[config.mk]
export PLATFORM = sky130hd
export DESIGN_NAME = pixel_array_ctrl
export DESIGN_NICKNAME = d
export VERILOG_FILES = /design/src/rtl/pixel_ctrl_pkg.sv /design/src/rtl/pixel_array_ctrl.sv
export SDC_FILE = /design/constraint.sdc
export NUM_CORES = 1
export LEC_CHECK = 0
export BUFFER_PORTS_ARGS = -buffer_cell sky130_fd_sc_hd__buf_2
export CAP_MARGIN = 20
export CORE_MARGIN = 5
export CORE_UTILIZATION = 45
export CTS_BUF_LIST = sky130_fd_sc_hd__clkbuf_16
export DETAILED_ROUTE_END_ITERATION = 8
export PLACE_DENSITY = 0.68
export RECOVER_POWER = 25
export SLEW_MARGIN = 20
export SYNTH_ARGS = -nofsm -noshare
export SYNTH_HDL_FRONTEND = slang
export SYNTH_SLANG_ARGS = --single-unit
[constraint.sdc]
create_clock -name clk -period 4.5 [get_ports clk]
set_input_delay 0 -clock clk [delete_from_list [all_inputs] [get_ports clk]]
set_output_delay 0 -clock clk [all_outputs]
set_load 0.05 [all_outputs]
[src/rtl/pixel_ctrl_pkg.sv]
// pixel_ctrl_pkg
//   Shared definitions for the pixel array controller: the frame FSM state
//   encoding, default phase lengths and the width of the shared phase counter.
package pixel_ctrl_pkg;

    // Width of the shared phase down-counter (covers 2*255-1 = 509).
    localparam int unsigned CNT_W = 9;

    // Default phase lengths, in clock cycles / ramp steps.
    localparam int unsigned DEF_ERASE_CYCLES  = 5;
    localparam int unsigned DEF_EXPOSE_CYCLES = 255;
    localparam int unsigned DEF_RAMP_STEPS    = 255;
    localparam int unsigned DEF_READ_CYCLES   = 2;

    typedef enum logic [3:0] {
        IDLE,
        ARST,
        ERASE,
        EXPOSE,
        CONVERT,
        READ0,
        OUT0,
        READ1,
        OUT1
    } pixel_state_t;

endpackage

[src/rtl/pixel_array_ctrl.sv]
// pixel_array_ctrl
//   Frame sequencer for a pixel array: array reset, erase, exposure, ramp ADC
//   conversion, then readout of two row-pair words through a valid/ready port.
//
// Ports
//   clk                 rising-edge clock
//   reset_n             asynchronous active-low reset
//   start               frame request (sampled in IDLE and at frame end only)
//   vbn                 array bias enable
//   ramp                ADC ramp step strobe
//   reset               active-high array reset
//   erase/expose/convert array phase controls
//   read0/read1         row-pair read selects
//   data_in1/data_in2   array pixel data buses
//   out_valid/out_ready readout handshake
//   out_row             0 = READ0 pair, 1 = READ1 pair
//   out_data            {data_in2, data_in1} captured at end of read phase
//   busy                high in every state except IDLE
//   frame_done          one-cycle pulse after the final word transfer
module pixel_array_ctrl
    import pixel_ctrl_pkg::*;
#(
    parameter int unsigned ERASE_CYCLES  = DEF_ERASE_CYCLES,
    parameter int unsigned EXPOSE_CYCLES = DEF_EXPOSE_CYCLES,
    parameter int unsigned RAMP_STEPS    = DEF_RAMP_STEPS,
    parameter int unsigned READ_CYCLES   = DEF_READ_CYCLES
) (
    input  logic        clk,
    input  logic        reset_n,
    input  logic        start,
    output logic        vbn,
    output logic        ramp,
    output logic        reset,
    output logic        erase,
    output logic        expose,
    output logic        convert,
    output logic        read0,
    output logic        read1,
    input  logic [7:0]  data_in1,
    input  logic [7:0]  data_in2,
    output logic        out_valid,
    input  logic        out_ready,
    output logic        out_row,
    output logic [15:0] out_data,
    output logic        busy,
    output logic        frame_done
);

    localparam logic [CNT_W-1:0] ERASE_LOAD   = CNT_W'(ERASE_CYCLES - 1);
    localparam logic [CNT_W-1:0] EXPOSE_LOAD  = CNT_W'(EXPOSE_CYCLES - 1);
    localparam logic [CNT_W-1:0] CONVERT_LOAD = CNT_W'(2 * RAMP_STEPS - 1);
    localparam logic [CNT_W-1:0] READ_LOAD    = CNT_W'(READ_CYCLES - 1);

    pixel_state_t     state;
    logic [CNT_W-1:0] cnt;

    // Every output is a register updated together with the state, so each
    // transition below also sets the outputs for the state being entered.
    always_ff @(posedge clk or negedge reset_n) begin
        if (!reset_n) begin
            state      <= IDLE;
            cnt        <= '0;
            vbn        <= 1'b0;
            ramp       <= 1'b0;
            reset      <= 1'b1;
            erase      <= 1'b0;
            expose     <= 1'b0;
            convert    <= 1'b0;
            read0      <= 1'b0;
            read1      <= 1'b0;
            out_valid  <= 1'b0;
            out_row    <= 1'b0;
            out_data   <= '0;
            busy       <= 1'b0;
            frame_done <= 1'b0;
        end else begin
            vbn        <= 1'b1;
            frame_done <= 1'b0;

            case (state)
                IDLE: begin
                    reset <= 1'b0;
                    if (start) begin
                        state <= ARST;
                        reset <= 1'b1;
                        busy  <= 1'b1;
                    end
                end

                ARST: begin
                    state <= ERASE;
                    reset <= 1'b0;
                    erase <= 1'b1;
                    cnt   <= ERASE_LOAD;
                end

                ERASE: begin
                    if (cnt == '0) begin
                        state  <= EXPOSE;
                        erase  <= 1'b0;
                        expose <= 1'b1;
                        cnt    <= EXPOSE_LOAD;
                    end else begin
                        cnt <= cnt - 1'b1;
                    end
                end

                EXPOSE: begin
                    if (cnt == '0) begin
                        state   <= CONVERT;
                        expose  <= 1'b0;
                        convert <= 1'b1;
                        ramp    <= 1'b0;
                        cnt     <= CONVERT_LOAD;
                    end else begin
                        cnt <= cnt - 1'b1;
                    end
                end

                // ramp tracks bit 0 of the cycle index: it starts low and
                // toggles each cycle, giving one rising edge per step pair.
                CONVERT: begin
                    if (cnt == '0) begin
                        state   <= READ0;
                        convert <= 1'b0;
                        ramp    <= 1'b0;
                        read0   <= 1'b1;
                        cnt     <= READ_LOAD;
                    end else begin
                        ramp <= ~ramp;
                        cnt  <= cnt - 1'b1;
                    end
                end

                READ0: begin
                    if (cnt == '0) begin
                        state     <= OUT0;
                        read0     <= 1'b0;
                        out_data  <= {data_in2, data_in1};
                        out_row   <= 1'b0;
                        out_valid <= 1'b1;
                    end else begin
                        cnt <= cnt - 1'b1;
                    end
                end

                OUT0: begin
                    if (out_ready) begin
                        state     <= READ1;
                        out_valid <= 1'b0;
                        read1     <= 1'b1;
                        cnt       <= READ_LOAD;
                    end
                end

                READ1: begin
                    if (cnt == '0) begin
                        state     <= OUT1;
                        read1     <= 1'b0;
                        out_data  <= {data_in2, data_in1};
                        out_row   <= 1'b1;
                        out_valid <= 1'b1;
                    end else begin
                        cnt <= cnt - 1'b1;
                    end
                end

                OUT1: begin
                    if (out_ready) begin
                        out_valid  <= 1'b0;
                        frame_done <= 1'b1;
                        if (start) begin
                            state <= ARST;
                            reset <= 1'b1;
                        end else begin
                            state <= IDLE;
                            busy  <= 1'b0;
                        end
                    end
                end

                default: begin
                    state     <= IDLE;
                    cnt       <= '0;
                    ramp      <= 1'b0;
                    reset     <= 1'b0;
                    erase     <= 1'b0;
                    expose    <= 1'b0;
                    convert   <= 1'b0;
                    read0     <= 1'b0;
                    read1     <= 1'b0;
                    out_valid <= 1'b0;
                    busy      <= 1'b0;
                end
            endcase
        end
    end

endmodule
==> out/metrics.yaml <==
antenna_found_initial: 0
start_util: 0.4603
synth_compound_area_frac: 0.1976
synth-simple-area-share: 0.2538
setup_tns_ns: 0
nets: 318
final_area_um2: 2663
violations: "max-capacitance violations, max-slew violations"
via_per_inst: 5.545
slew_headroom: -0.4063
portBuffers: 47
period_needed_ns: 2.776
rows: 25
drive_gt1_frac: 0.1342
core_area_um2: 4692
grt_max_degree: 42
max_slew.worst_pin.slew_ns: 2.109
timing.rr.end: "cnt[3]"
hold_path.class: "input pin to register"
cp_max_fo: 26
final_common_cell: "nand2_1"
p_leak_nw: 1.168
power_mw: 2.296
synth_edf_count: 0
ys_ff_latch: 41
grt_usage: 0.1818
clk_pin_slew_ns: 0.06
status: "finished with violations"
synth_async_sr_flop_share: 1.000
area_delta_synth_final_pct: 23.29
cts_max_level: 2
drt_wl_total_um: 5207
final_util: 0.5675
cp-start-kind: "register"
dr.pass1.iters: 4
min_delay_path_depth: 3
remaining_drc_errors: 0
vias: 1952
timing.fmax_ghz: 0.3602
ys_warn_count: 0
synthCells: 242
cts-root-buf: "clkbuf_16"
cts_post_setup_buffers_inserted: 0
layout_common_cells: "nand2_1, dfrtp_1, clkbuf_1"
die_y_um: 79.28
finClkSkew_ns: 0.004158
finalHoldViolations: 0
final_max_slew_viol_count: 42
overflow: 0
yosys.area_share.adder: 0.005794
worstSkewPairLatency_ns: 0.28
dp.cells: 327
powerDensity_nw_per_um2: 862.3
criticalPathCategory: "register to register"
rsz0062_at_grt: "false"
peakVddDrop_uv: 404.3
dp_hpwl_um: 3396
period_share: 0.6169
synth_cell_types: 56
cts_max_path_buffers: 2
instances_no_fill: 352
gp_congestion: 0.8158
drtIter0Drc: 72
min-delay-start: "start"
yosysSeqAreaShare: 0.4757
dpl_cell_area_um2: 2384
synth_area_um2: 2160
synthFlopType: "dfrtp_1"
arrival_ns: 2.95
cts_buffers: 5
synth_xor_area_frac: 0.004056
required_ns: 4.67
endpoint_kind: "register"
syn_avg_cell_area_um2: 8.924
cts.sinks: 41
setup_viol: 0
reg2reg_depth: 5
cts_tree: "built"
grt_pass1_vias: 1963
synth_top_family_by_area: "simple AND/OR/NAND/NOR gates"
ios: 48
antenna_cells: 0
synthMuxAreaShare: 0.01448
die_w_um: 79.28
detail-route-antenna-nets: 0
grt_pass1_wl_um: 9073
timing.rr.start: "state[3]"
cap_violations: 1
r2r_slack_ns: 1.72
wl_per_cell_um: 14.79
min_to: "busy"
syn_nets: 263
die_area_um2: 6285
[worst max path at each step]
stage,slack [ns],end,cells past startpoint,startpoint
5_1_grt,1.48,cnt[3],5,state[3]
3_5_place_dp,1.77,cnt[3],5,state[3]
2_1_floorplan,2.51,cnt[4],9,cnt[0]
3_3_place_gp,1.83,cnt[4],5,state[3]
6_report,1.72,cnt[3],5,state[3]
4_1_cts,1.77,cnt[4],5,state[3]
[critical path: stages, from the launching register on]
cell and delay [ns]:
dfrtp_1 0.83, nor2b_1 0.23, and4_1 0.49, nor2_1 0.65
o21ai_1 0.18, a22o_1 0.27
[Yosys cell counts, drive strengths merged (3+ instances only)]
cell / count / share of area
nor2: 11 / 0.019
clkbuf: 6 / 0.010
nor2b: 4 / 0.012
a22o: 4 / 0.016
o31ai: 3 / 0.010
o41ai: 4 / 0.016
dfrtp: 40 / 0.46
nand2b: 3 / 0.0087
nand3: 7 / 0.019
nor3: 6 / 0.014
o21ai: 17 / 0.041
nor4b: 3 / 0.019
inv: 6 / 0.010
buf: 10 / 0.026
nand2: 65 / 0.11
a21oi: 13 / 0.030
[timing repair]
item	CTS	global route
hold buffers	17	0
hold endpoints to repair	56	0
resized for setup	0	0
[kinds of logic (layout without fill, tap and decap cells)]
kind of cell / count (synthesis) / count (layout)
AO/OA/AOI/OAI: 61 / 61
buffers and inverters: 22 / 78
other: 1 / 1
adder cells (fa/ha/maj): 1 / 1
AND/OR/NAND/NOR: 112 / 112
multiplexers: 3 / 3
XOR/XNOR: 1 / 1
flip-flops: 41 / 41
[stage by stage]
step           setup slack [ns]  hold WS, ns
2_1_floorplan             2.511      -0.2956
3_3_place_gp              1.834       0.1792
3_5_place_dp              1.771       0.1812
4_1_cts                   1.768      0.06639
5_1_grt                   1.483       0.1064
6_report                  1.724      0.06222
[power by group]
group / internal, mW / switching [mW]
Clock: 0.203 / 0.142
Sequential: 0.530 / 0.188
Combinational: 0.361 / 0.872
Total: 1.09 / 1.20
[state kept, by name, indices dropped and copies added, names as in the netlist]
name        flops
busy            1
cnt             9
convert         1
erase           1
expose          1
frame_done      1
out_data       16
out_row         1
out_valid       1
ramp            1
read0           1
read1           1
reset           1
state           4
vbn             1
[metal layers]
layer / vias up / GRT usage / share of wire
met1: 923 / 0.2348 / 0.48
met4: 0 / 0.07560 / 0.015
met5: - / 0 / 0
li1: 967 / - / -
met3: 6 / 0.04195 / 0.056
met2: 56 / 0.2929 / 0.44
[final cells by class]
class | instances | area (µm²)
inverters | 6 | 22.52
multi-input cells | 179 | 1031
well taps | 54 | 67.56
flip-flops and latches | 41 | 1027
repair buffers | 64 | 371.6
fillers | 433 | 2029
clock inverters | 3 | 17.52
clock buffers | 5 | 125.1
Power figures use the tool's default switching activity.
